--- config.mk ---
export PLATFORM = sky130hd
export DESIGN_NAME = sensor_dir_detector
export DESIGN_NICKNAME = d
export VERILOG_FILES = /design/src/rtl/sensor_dir_detector.sv
export SDC_FILE = /design/constraint.sdc
export NUM_CORES = 1
export LEC_CHECK = 0
export ABC_AREA = 1
export BUFFER_PORTS_ARGS = -buffer_cell sky130_fd_sc_hd__clkbuf_2
export CELL_PAD_IN_SITES_DETAIL_PLACEMENT = 0
export CELL_PAD_IN_SITES_GLOBAL_PLACEMENT = 1
export CORE_MARGIN = 3
export CORE_UTILIZATION = 35
export DETAILED_ROUTE_END_ITERATION = 10
export HOLD_SLACK_MARGIN = 0.05
export PLACE_DENSITY_LB_ADDON = 0.12
export SYNTH_ARGS = -nofsm -noshare
export SYNTH_HDL_FRONTEND = slang
export SYNTH_SLANG_ARGS = --single-unit
--- constraint.sdc ---
create_clock -name clk -period 1.6 [get_ports clk]
set_input_delay 0.24 -clock clk [delete_from_list [all_inputs] [get_ports clk]]
set_output_delay 0.24 -clock clk [all_outputs]
set_load 0.05 [all_outputs]
--- src/rtl/sensor_dir_detector.sv ---
// sensor_dir_detector
//   Tracks the order in which two beam-break sensors (A outer, B inner) block
//   and clear. Emits one-cycle pulses for each completed entry (inc) and each
//   completed exit (dec). Reversals and partial passes produce no pulse.
//   Illegal two-bit pattern jumps produce a one-cycle err pulse.
//
// Parameters
//   DEBOUNCE_CYCLES : consecutive mismatching cycles before a filtered bit
//                     follows its synchronized bit (1..255). It is only used
//                     when SENSOR_DEBOUNCE_EN is defined.
//
// Ports
//   clk   : clock
//   reset : synchronous active-high reset
//   a     : outer sensor, asynchronous, 1 = blocked
//   b     : inner sensor, asynchronous, 1 = blocked
//   inc   : registered one-cycle pulse per completed entry
//   dec   : registered one-cycle pulse per completed exit
//   err   : registered one-cycle pulse per illegal transition
//   busy  : registered, high while the FSM is not in IDLE
//
// Configuration macro
//   SENSOR_DEBOUNCE_EN : when defined, each sensor bit gets an 8-bit mismatch
//                        counter. When undefined, the filter is a pass-through.

module sensor_dir_detector #(
  parameter int unsigned DEBOUNCE_CYCLES = 4
) (
  input  logic clk,
  input  logic reset,
  input  logic a,
  input  logic b,
  output logic inc,
  output logic dec,
  output logic err,
  output logic busy
);

  typedef enum logic [2:0] {
    IDLE,
    ENT_A,
    ENT_AB,
    ENT_B,
    EXT_B,
    EXT_AB,
    EXT_A,
    WAIT_CLR
  } state_t;

  // Bit 1 carries sensor A and bit 0 carries sensor B, so the pattern is {a, b}.
  logic [1:0] sync1;
  logic [1:0] sync2;
  logic [1:0] filt;

  state_t state;
  state_t state_nxt;
  logic   inc_nxt;
  logic   dec_nxt;
  logic   err_nxt;

  // 2-flop synchronizer for both sensors.
  always_ff @(posedge clk) begin
    if (reset) begin
      sync1 <= 2'b00;
      sync2 <= 2'b00;
    end else begin
      sync1 <= {a, b};
      sync2 <= sync1;
    end
  end

`ifdef SENSOR_DEBOUNCE_EN
  localparam int unsigned CNT_W = 8;
  localparam logic [CNT_W-1:0] CNT_LAST = CNT_W'(DEBOUNCE_CYCLES - 1);

  logic [CNT_W-1:0] cnt [2];

  // Per-bit mismatch counter. The filtered bit flips on the last mismatching edge.
  always_ff @(posedge clk) begin
    if (reset) begin
      filt   <= 2'b00;
      cnt[0] <= '0;
      cnt[1] <= '0;
    end else begin
      for (int i = 0; i < 2; i++) begin
        if (sync2[i] != filt[i]) begin
          if (cnt[i] == CNT_LAST) begin
            filt[i] <= sync2[i];
            cnt[i]  <= '0;
          end else begin
            cnt[i] <= cnt[i] + CNT_W'(1);
          end
        end else begin
          cnt[i] <= '0;
        end
      end
    end
  end
`else
  assign filt = sync2;
`endif

  // State and registered outputs.
  always_ff @(posedge clk) begin
    if (reset) begin
      state <= IDLE;
      inc   <= 1'b0;
      dec   <= 1'b0;
      err   <= 1'b0;
      busy  <= 1'b0;
    end else begin
      state <= state_nxt;
      inc   <= inc_nxt;
      dec   <= dec_nxt;
      err   <= err_nxt;
      busy  <= (state_nxt != IDLE);
    end
  end

  // Next-state logic. A two-bit pattern change from any tracked step is illegal.
  always_comb begin
    state_nxt = state;
    inc_nxt   = 1'b0;
    dec_nxt   = 1'b0;
    err_nxt   = 1'b0;
    case (state)
      IDLE: begin
        case (filt)
          2'b10:   state_nxt = ENT_A;
          2'b01:   state_nxt = EXT_B;
          2'b11:   begin state_nxt = WAIT_CLR; err_nxt = 1'b1; end
          default: state_nxt = IDLE;
        endcase
      end
      ENT_A: begin
        case (filt)
          2'b11:   state_nxt = ENT_AB;
          2'b10:   state_nxt = ENT_A;
          2'b00:   state_nxt = IDLE;
          default: begin state_nxt = WAIT_CLR; err_nxt = 1'b1; end
        endcase
      end
      ENT_AB: begin
        case (filt)
          2'b01:   state_nxt = ENT_B;
          2'b11:   state_nxt = ENT_AB;
          2'b10:   state_nxt = ENT_A;
          default: begin state_nxt = WAIT_CLR; err_nxt = 1'b1; end
        endcase
      end
      ENT_B: begin
        case (filt)
          2'b00:   begin state_nxt = IDLE; inc_nxt = 1'b1; end
          2'b01:   state_nxt = ENT_B;
          2'b11:   state_nxt = ENT_AB;
          default: begin state_nxt = WAIT_CLR; err_nxt = 1'b1; end
        endcase
      end
      EXT_B: begin
        case (filt)
          2'b11:   state_nxt = EXT_AB;
          2'b01:   state_nxt = EXT_B;
          2'b00:   state_nxt = IDLE;
          default: begin state_nxt = WAIT_CLR; err_nxt = 1'b1; end
        endcase
      end
      EXT_AB: begin
        case (filt)
          2'b10:   state_nxt = EXT_A;
          2'b11:   state_nxt = EXT_AB;
          2'b01:   state_nxt = EXT_B;
          default: begin state_nxt = WAIT_CLR; err_nxt = 1'b1; end
        endcase
      end
      EXT_A: begin
        case (filt)
          2'b00:   begin state_nxt = IDLE; dec_nxt = 1'b1; end
          2'b10:   state_nxt = EXT_A;
          2'b11:   state_nxt = EXT_AB;
          default: begin state_nxt = WAIT_CLR; err_nxt = 1'b1; end
        endcase
      end
      WAIT_CLR: begin
        if (filt == 2'b00) state_nxt = IDLE;
      end
      default: state_nxt = IDLE;
    endcase
  end

endmodule

=== Yosys cells after proc, flatten, opt, wreduce, memory -nomap -nowiden ===
Index checks and enable logic that the tools add are counted.

* Multiplexer cells: 15
* Reductions and logical operators: 11
* Bitwise gates (word level): 2
* Equality and inequality tests: 10

{| class="wikitable"
|+ Operators with widths
! kind !! count
|-
| 3-bit case mux with 3 select lines || 6
|-
| 3-bit case mux with 8 select lines || 1
|-
| 3-bit == test, second input constant || 4
|-
| 2-bit OR reduction || 5
|-
| 3-bit OR reduction || 3
|-
| 3-bit by 2-bit == test with 1-bit output, second input constant || 2
|-
| 2-bit case mux with 3 select lines || 1
|-
| 1-bit 2-to-1 mux || 5
|-
| 2-bit == test, second input constant || 2
|-
| 1-bit case mux with 4 select lines || 1
|-
| 3-bit by 1-bit == test with 1-bit output, second input constant || 1
|-
| 3-bit zero test || 1
|-
| 3-bit 2-to-1 mux || 1
|-
| 3-bit nonzero test || 1
|-
| 2-bit by 1-bit == test with 1-bit output, second input constant || 1
|-
| 2-bit zero test || 1
|-
| 1-bit NOT || 2
|}

* Word-level logic and storage cells: 45
* Input port bits: 4
* Output and inout port bits: 4
* Bits in registers: 11

=== Logic depth before layout (Yosys ltp) ===
Gate-level depths: netlist of run 1.

* Depth after elaboration: 4
* Gate-level depth with buffers: 10

=== Least setup slack after synthesis of run 1 ===
OpenSTA, ideal clock, no wires.

* Path kind: reg-to-reg
* Start: reg sync2[0] (netlist: filt[0])
* End: reg busy
* Clock period less this slack: 1295 ps
* Buffers on the path: 0
* Data arrival time: 1236 ps
* Cell stages (with the launch flop): 8
* Setup slack: 305 ps
* Required time: 1541 ps
* Library setup time: 59 ps
* Cells stage by stage: dfxtp_1 > inv_1 > ha_1 > inv_1 > o21ai_0 > a21oi_4 > nand2_2 > nand3_2

* Longest elaborated chain between the ends: 4

{| class="wikitable"
|+ RTL lines
! item !! RTL line !! RTL
|-
| from (decl) || 52 || <nowiki>logic [1:0] sync2;</nowiki>
|-
| from (signal assigned) || 68 || <nowiki>sync2 <= sync1;</nowiki>
|-
| 2-bit == test, or another cell as far along || - ||
|-
| 3-bit case mux with 3 select lines, or another cell as far along || 176 || <nowiki>case (filt)</nowiki>
|-
| 3-bit case mux with 8 select lines (*) || 126 || <nowiki>case (state)</nowiki>
|-
| 3-bit nonzero test (*) || 116 || <nowiki>busy <= (state_nxt != IDLE);</nowiki>
|-
| to (signal assigned) || 116 ||
|-
| to (decl) || 36 || <nowiki>output logic busy</nowiki>
|}

Every way passes the cells marked *; elsewhere a longest branch is shown, timed or not.
A chain may end at the register's enable or synchronous reset.

=== Worst setup path after layout of run 1 ===
Ends and elaborated chain as after synthesis.

==> out/metrics.yaml, run 1 <==
min_path:
  min_from: "a"
  hold_path_end: "sync1[1]"
  hold_class: "primary input to flip-flop"
  hold_depth: 3
power_and_ir_drop:
  switching_power_w: 0.000568
  p_total_w: 0.00118
  power.leakage_nw: 0.416
  intPower_w: 0.000614
  seqPwrFrac: 0.364
  powerDensity_mw_per_mm2: 1490
  p_sw_frac: 0.480
  comb_power_share: 0.481
  peakVddDrop_v: 0.000669
  clkPwrFrac: 0.154
synthesis:
  seq_area_frac_synth: 0.306
  synth_area_um2: 719
  synthArstFlopShare: 0
  yosysWarnings: 0
  synth_edf_count: 0
  synth.distinct_cells: 22
  synth_fp_nets: 115
  synth_flop_cell: "dfxtp_1"
  synthCells: 105
  syn_avg_cell_area_um2: 6.85
  synth-seq-cells: 11
clock_tree:
  clk_pin_slew_ns: 0.06
  htreeDepth: 1
  cts_buffer_depth: 2
  clock-root-buffer: "clkbuf_4"
  cts_buffers: 3
  clk_latency_ns: 0.27
  cts.sinks: 11
  tritoncts: "built"
  hold_buffers: 0
setup_path:
  critical_path_peak_fanout: 7
  crit_type: "flip-flop to flip-flop"
  ff2ff_path_depth: 7
  crit_arrival_ns: 1.69
  crit_required_ns: 1.81
  cp-start-kind: "flip-flop"
  worstReg2RegEnd: "busy"
  worstSetupEndpointType: "flip-flop"
  r2r-start: "filt[0]"
  reg2reg_slack_ns: 0.12
die:
  dieArea_mm2: 0.00264
  core_area_mm2: 0.00184
  die_w_um: 51.3
  fp-row-count: 15
  start_util: 0.391
  die_h_um: 51.3
  pin_count: 8
timing:
  tns_ns: 0
  max_slew_margin: 0.739
  slew_viol_final: 0
  timing.fmax_mhz: 676
  min_period_over_period: 0.924
  fin_skew_ns: 0.00300
  fin_crit_ns: 1.48
  setup_viol: 0
  rsz0062_at_grt: "false"
  hold_violations: 0
  hold_slack_ns: 0.159
  worst_pin_slew_ns: 0.390
layout:
  final_cell_mix: "inv_1, nand2_1, nor2_1"
  mostFrequentLayoutCell: "inv_1"
  num-nets-final: 124
  fill_cells: 207
  synthToLayoutAreaGrowth_pct: 9.91
  antennaDiodeCount: 0
  drive_gt1_frac: 0.230
  stdcell_area_um2: 791
grt:
  use_met3: 0.0525
  grt_usage: 0.132
  antenna_found_initial: 0
  use_met1: 0.143
  top_usage_layer: "met2"
  grt_pass1_wl_mm: 2.52
  grt_max_degree: 10
  gr-usage-met2: 0.227
  grt_pass1_vias: 606
  grt-ovfl-total: 0
route:
  drt-initial-drc-count: 11
  vias_per_cell: 4.60
  drtPass1Iterations: 5
  wl_per_cell_um: 10.0
  vias: 635
  routed_wl_mm: 1.38
  drc: 0
  ant_nets: 0
placed_design:
  dpl.hpwl_mm: 1.15
  portBuffers: 7
  gp_congestion: 0.835
  placed_cell_area_um2: 763
flow_run:
  maxCapViolCount: 0
run_status:
  status: "finished, final reports clean"
[cell type report]
| cell class | instances | area [um2] | area share |
|---|---|---|---|
| Tap cell | 25 | 31.3 | 0.0396 |
| Clock buffer | 4 | 26.3 | 0.0332 |
| Inverter | 23 | 91.3 | 0.116 |
| Multi-Input combinational cell | 68 | 385 | 0.487 |
| Sequential cell | 11 | 221 | 0.280 |
| Timing Repair Buffer | 7 | 35.0 | 0.0443 |
[routing by layer]
metal	wire (um)	up-vias
met4	12	0
met3	82	3
li1	-	333
met2	706	16
met5	0	-
met1	582	283
[worst max-delay path by stage]
stage | depth (start not counted) | end | startpoint
2_1_floorplan | 7 | busy | filt[0]
4_1_cts | 7 | busy | filt[0]
6_report | 7 | busy | filt[0]
3_3_place_gp | 7 | busy | filt[1]
5_1_grt | 10 | busy | filt[0]
3_5_place_dp | 7 | busy | filt[0]
[state kept, by name, summed over array words and instances (netlist names)]
signal	flops
sync1	2
err	1
dec	1
state	3
busy	1
filt	2
inc	1
[power by group through the flow]
stage          clock (W)  combinational, W  sequential [W]
6_report        0.000182          0.000569        0.000430
5_1_grt         0.000216          0.000647        0.000444
4_1_cts         0.000190          0.000573        0.000429
3_5_place_dp           0          0.000570        0.000434
3_3_place_gp           0          0.000578        0.000441
2_1_floorplan          0          0.000493        0.000432
[per-stage QoR]
stage | utilization | setup slack, ns | std cells
after floorplan | - | 0.305 | 105
after detailed placement | 0.415 | 0.148 | 134
after global placement | 0.415 | 0.125 | 134
final | 0.430 | 0.121 | 138
after global routing | 0.430 | 0.00479 | 138
after CTS | 0.429 | 0.132 | 138
[repair_timing]
action,CTS,global route
gates resized for setup,0,1
buffers inserted,0,0
setup endpoints to repair,0,2
[kinds of logic (layout without fill, tap and decap cells)]
| family | after synthesis | in the layout | synth area share |
|---|---|---|---|
| buf+inv | 26 | 34 | 0.158 |
| compound gates | 9 | 9 | 0.0922 |
| fa+ha+maj | 6 | 6 | 0.104 |
| simple gates | 53 | 53 | 0.339 |
| flops | 11 | 11 | 0.306 |
[synthesized netlist by cell type, types with 2 or more instances]
master   number  area, um2
o21ai_0       3       15.0
inv_2         2       7.51
nand3_1       9       45.0
nor3_1        2       10.0
nor2_1       15       56.3
dfxtp_1      11        220
o21ai_2       2       17.5
nand2_2       5       31.3
a21oi_1       2       10.0
nor2_2        3       18.8
ha_1          6       75.1
inv_1        20       75.1
nand2_1      16       60.1
[worst max-delay path, cell delays in order (launching register included)]
cell	delay (ns)
dfxtp_1	0.38
inv_1	0.10
ha_1	0.23
inv_1	0.19
o21ai_0	0.21
a21oi_4	0.18
nand2_2	0.07
nand3_2	0.06
(Power assumes the default switching activity.)
==> run 2: changes to the inputs <==
- CELL_PAD_IN_SITES_DETAIL_PLACEMENT: 0 -> not set
- CELL_PAD_IN_SITES_GLOBAL_PLACEMENT: 1 -> not set
==> out/metrics.yaml, run 2 (same netlist as run 1, synthesis figures left out) <==
run_status:
  status: "finished, final reports clean"
layout:
  regMostFlops: "state"
  num-nets-final: 124  # unchanged
  largest_reg_flops: 3  # unchanged
  reg_top3: "state: 3 flops, filt: 2 flops, sync1: 2 flops"
  drive_gt1_frac: 0.239  # +0.00885
  final_cell_mix: "inv_1, nand2_1, nor2_1"
  mostFrequentLayoutCell: "inv_1"
  fill_cells: 215  # +3.9%
  post-route-util: 0.430  # unchanged
  synthToLayoutAreaGrowth_pct: 9.91  # unchanged
  antennaDiodeCount: 0  # unchanged
power_and_ir_drop:
  powerDensity_mw_per_mm2: 1510  # +1.3%
  peakVddDrop_v: 0.000608  # -9.1%
  power.leakage_nw: 0.414  # -0.44%
setup_path:
  cp-start-kind: "flip-flop"
  critical_path_peak_fanout: 4  # -3
  crit_required_ns: 1.76  # -0.05 ns
  crit_type: "flip-flop to flip-flop"
  worstSetupEndpointType: "flip-flop"
  worstReg2RegEnd: "busy"
  reg2reg_slack_ns: 0.14  # about the same
  crit_arrival_ns: 1.62  # -0.07 ns
  r2r-start: "filt[0]"
  ff2ff_path_depth: 10  # +3
grt:
  grt-ovfl-total: 0  # unchanged
  grt_usage: 0.134  # +0.00259
  grt_pass1_vias: 552  # -8.9%
  antenna_found_initial: 0  # unchanged
  grt_max_degree: 10  # unchanged
  grt_pass1_wl_mm: 2.51  # -0.28%
clock_tree:
  tritoncts: "built"
  hold_buffers: 0  # unchanged
  cts.sinks: 11  # unchanged
  cts_buffers: 3  # unchanged
  clk_pin_slew_ns: 0.07  # about the same
  cts_buffer_depth: 2  # unchanged
  clk_latency_ns: 0.27  # about the same
  htreeDepth: 1  # unchanged
  cts_setup_buffers: 0  # unchanged
  clock-root-buffer: "clkbuf_4"
die:
  core_area_mm2: 0.00184  # unchanged
  die_w_um: 51.3  # unchanged
  start_util: 0.391  # unchanged
  dieArea_mm2: 0.00264  # unchanged
  die_h_um: 51.3  # unchanged
  fp-row-count: 15  # unchanged
  pin_count: 8  # unchanged
min_path:
  hold_path_end: "sync1[0]"
  min_from: "b"
  hold_class: "primary input to flip-flop"
  hold_depth: 3  # unchanged
route:
  ant_nets: 0  # unchanged
  drtPass1Iterations: 4  # -1
  vias_per_cell: 4.72  # +2.5%
  vias: 651  # +2.5%
  drc: 0  # unchanged
  routed_wl_mm: 1.54  # +11%
  wl_per_cell_um: 11.2  # +11%
  drt-initial-drc-count: 22  # +11
timing:
  finalWorstSetupSlack_ns: 0.135  # +0.0142 ns
  min_period_over_period: 0.915  # -0.00890
  max_slew_margin: 0.712  # -0.0272
  tns_ns: 0  # unchanged
  fin_crit_ns: 1.46  # -0.0142 ns
  worst_pin_slew_ns: 0.431  # +0.0407 ns
  hold_violations: 0  # unchanged
  slew_viol_final: 0  # unchanged
  rsz0062_at_grt: "false"
  fin_skew_ns: 0.000748  # -0.00225 ns
  setup_viol: 0  # unchanged
  timing.fmax_mhz: 683  # +0.97%
placed_design:
  post-place-ws_ns: 0.112  # -0.0362 ns
  portBuffers: 7  # unchanged
  gp_congestion: 0.825  # -1.2%
  dpl.hpwl_mm: 1.20  # +4.1%
flow_run:
  maxCapViolCount: 0  # unchanged
-- run 2: cell types whose count changed in the layout (fill, tap and decap cells not counted) --
cell   change
inv_2      +1
inv_1      -1
-- run 2: metrics by stage --
step                      std cells  area (um2)  hold slack [ns]  total power [W]
after floorplan                 105         719            0.347         0.000925
after global placement          134         763            0.391          0.00102
after global routing            138         791            0.161          0.00130
after CTS                       138         790            0.144          0.00121
final                           138         791            0.155          0.00120
after detailed placement        134         763            0.400          0.00101
-- run 2: timing repair --
action / CTS / global route
gates resized for setup: 0 / 2
endpoints found under the setup margin: 0 / 2
endpoints found under the hold margin: 0 / 0
-- run 2: report_power, final --
group	internal [W]	total, W	switching, W
logic	0.000185	0.000571	0.000385
clock network	0.0000966	0.000190	0.0000936
registers	0.000332	0.000436	0.000103
total	0.000614	0.00120	0.000583
-- run 2: per-layer routing --
metal  wire length [um]  vias up  GRT usage
met5                  0        -          0
met4                 10        0     0.0611
met3                106        2     0.0525
met2                767       29      0.200
met1                657      283      0.170
li1                   -      337          -
-- run 2: critical path, cell delays in order, from the launching register on --
cell	delay, ns
dfxtp_1	0.38
inv_1	0.10
ha_1	0.26
inv_1	0.10
nand2_1	0.05
nand3_1	0.06
nand2_1	0.06
nor2_1	0.11
nand3_1	0.07
nand2_1	0.10
nand3_2	0.06
-- run 2: how the worst max path moves through the flow --
stage | start | endpoint | slack (ns)
after CTS | filt[1] | busy | 0.1
after global placement | filt[1] | busy | 0.14
final | filt[0] | busy | 0.14
after floorplan | filt[0] | busy | 0.30
after detailed placement | filt[1] | busy | 0.11
after global routing | filt[0] | busy | 0.02
-- run 2: final cells by class --
cell class / count / area (um2) / area share
Inverter: 23 / 91.3 / 0.116
Multi-Input combinational cell: 68 / 385 / 0.487
Sequential cell: 11 / 221 / 0.280
Timing Repair Buffer: 7 / 35.0 / 0.0443
Tap cell: 25 / 31.3 / 0.0396
Clock buffer: 4 / 26.3 / 0.0332
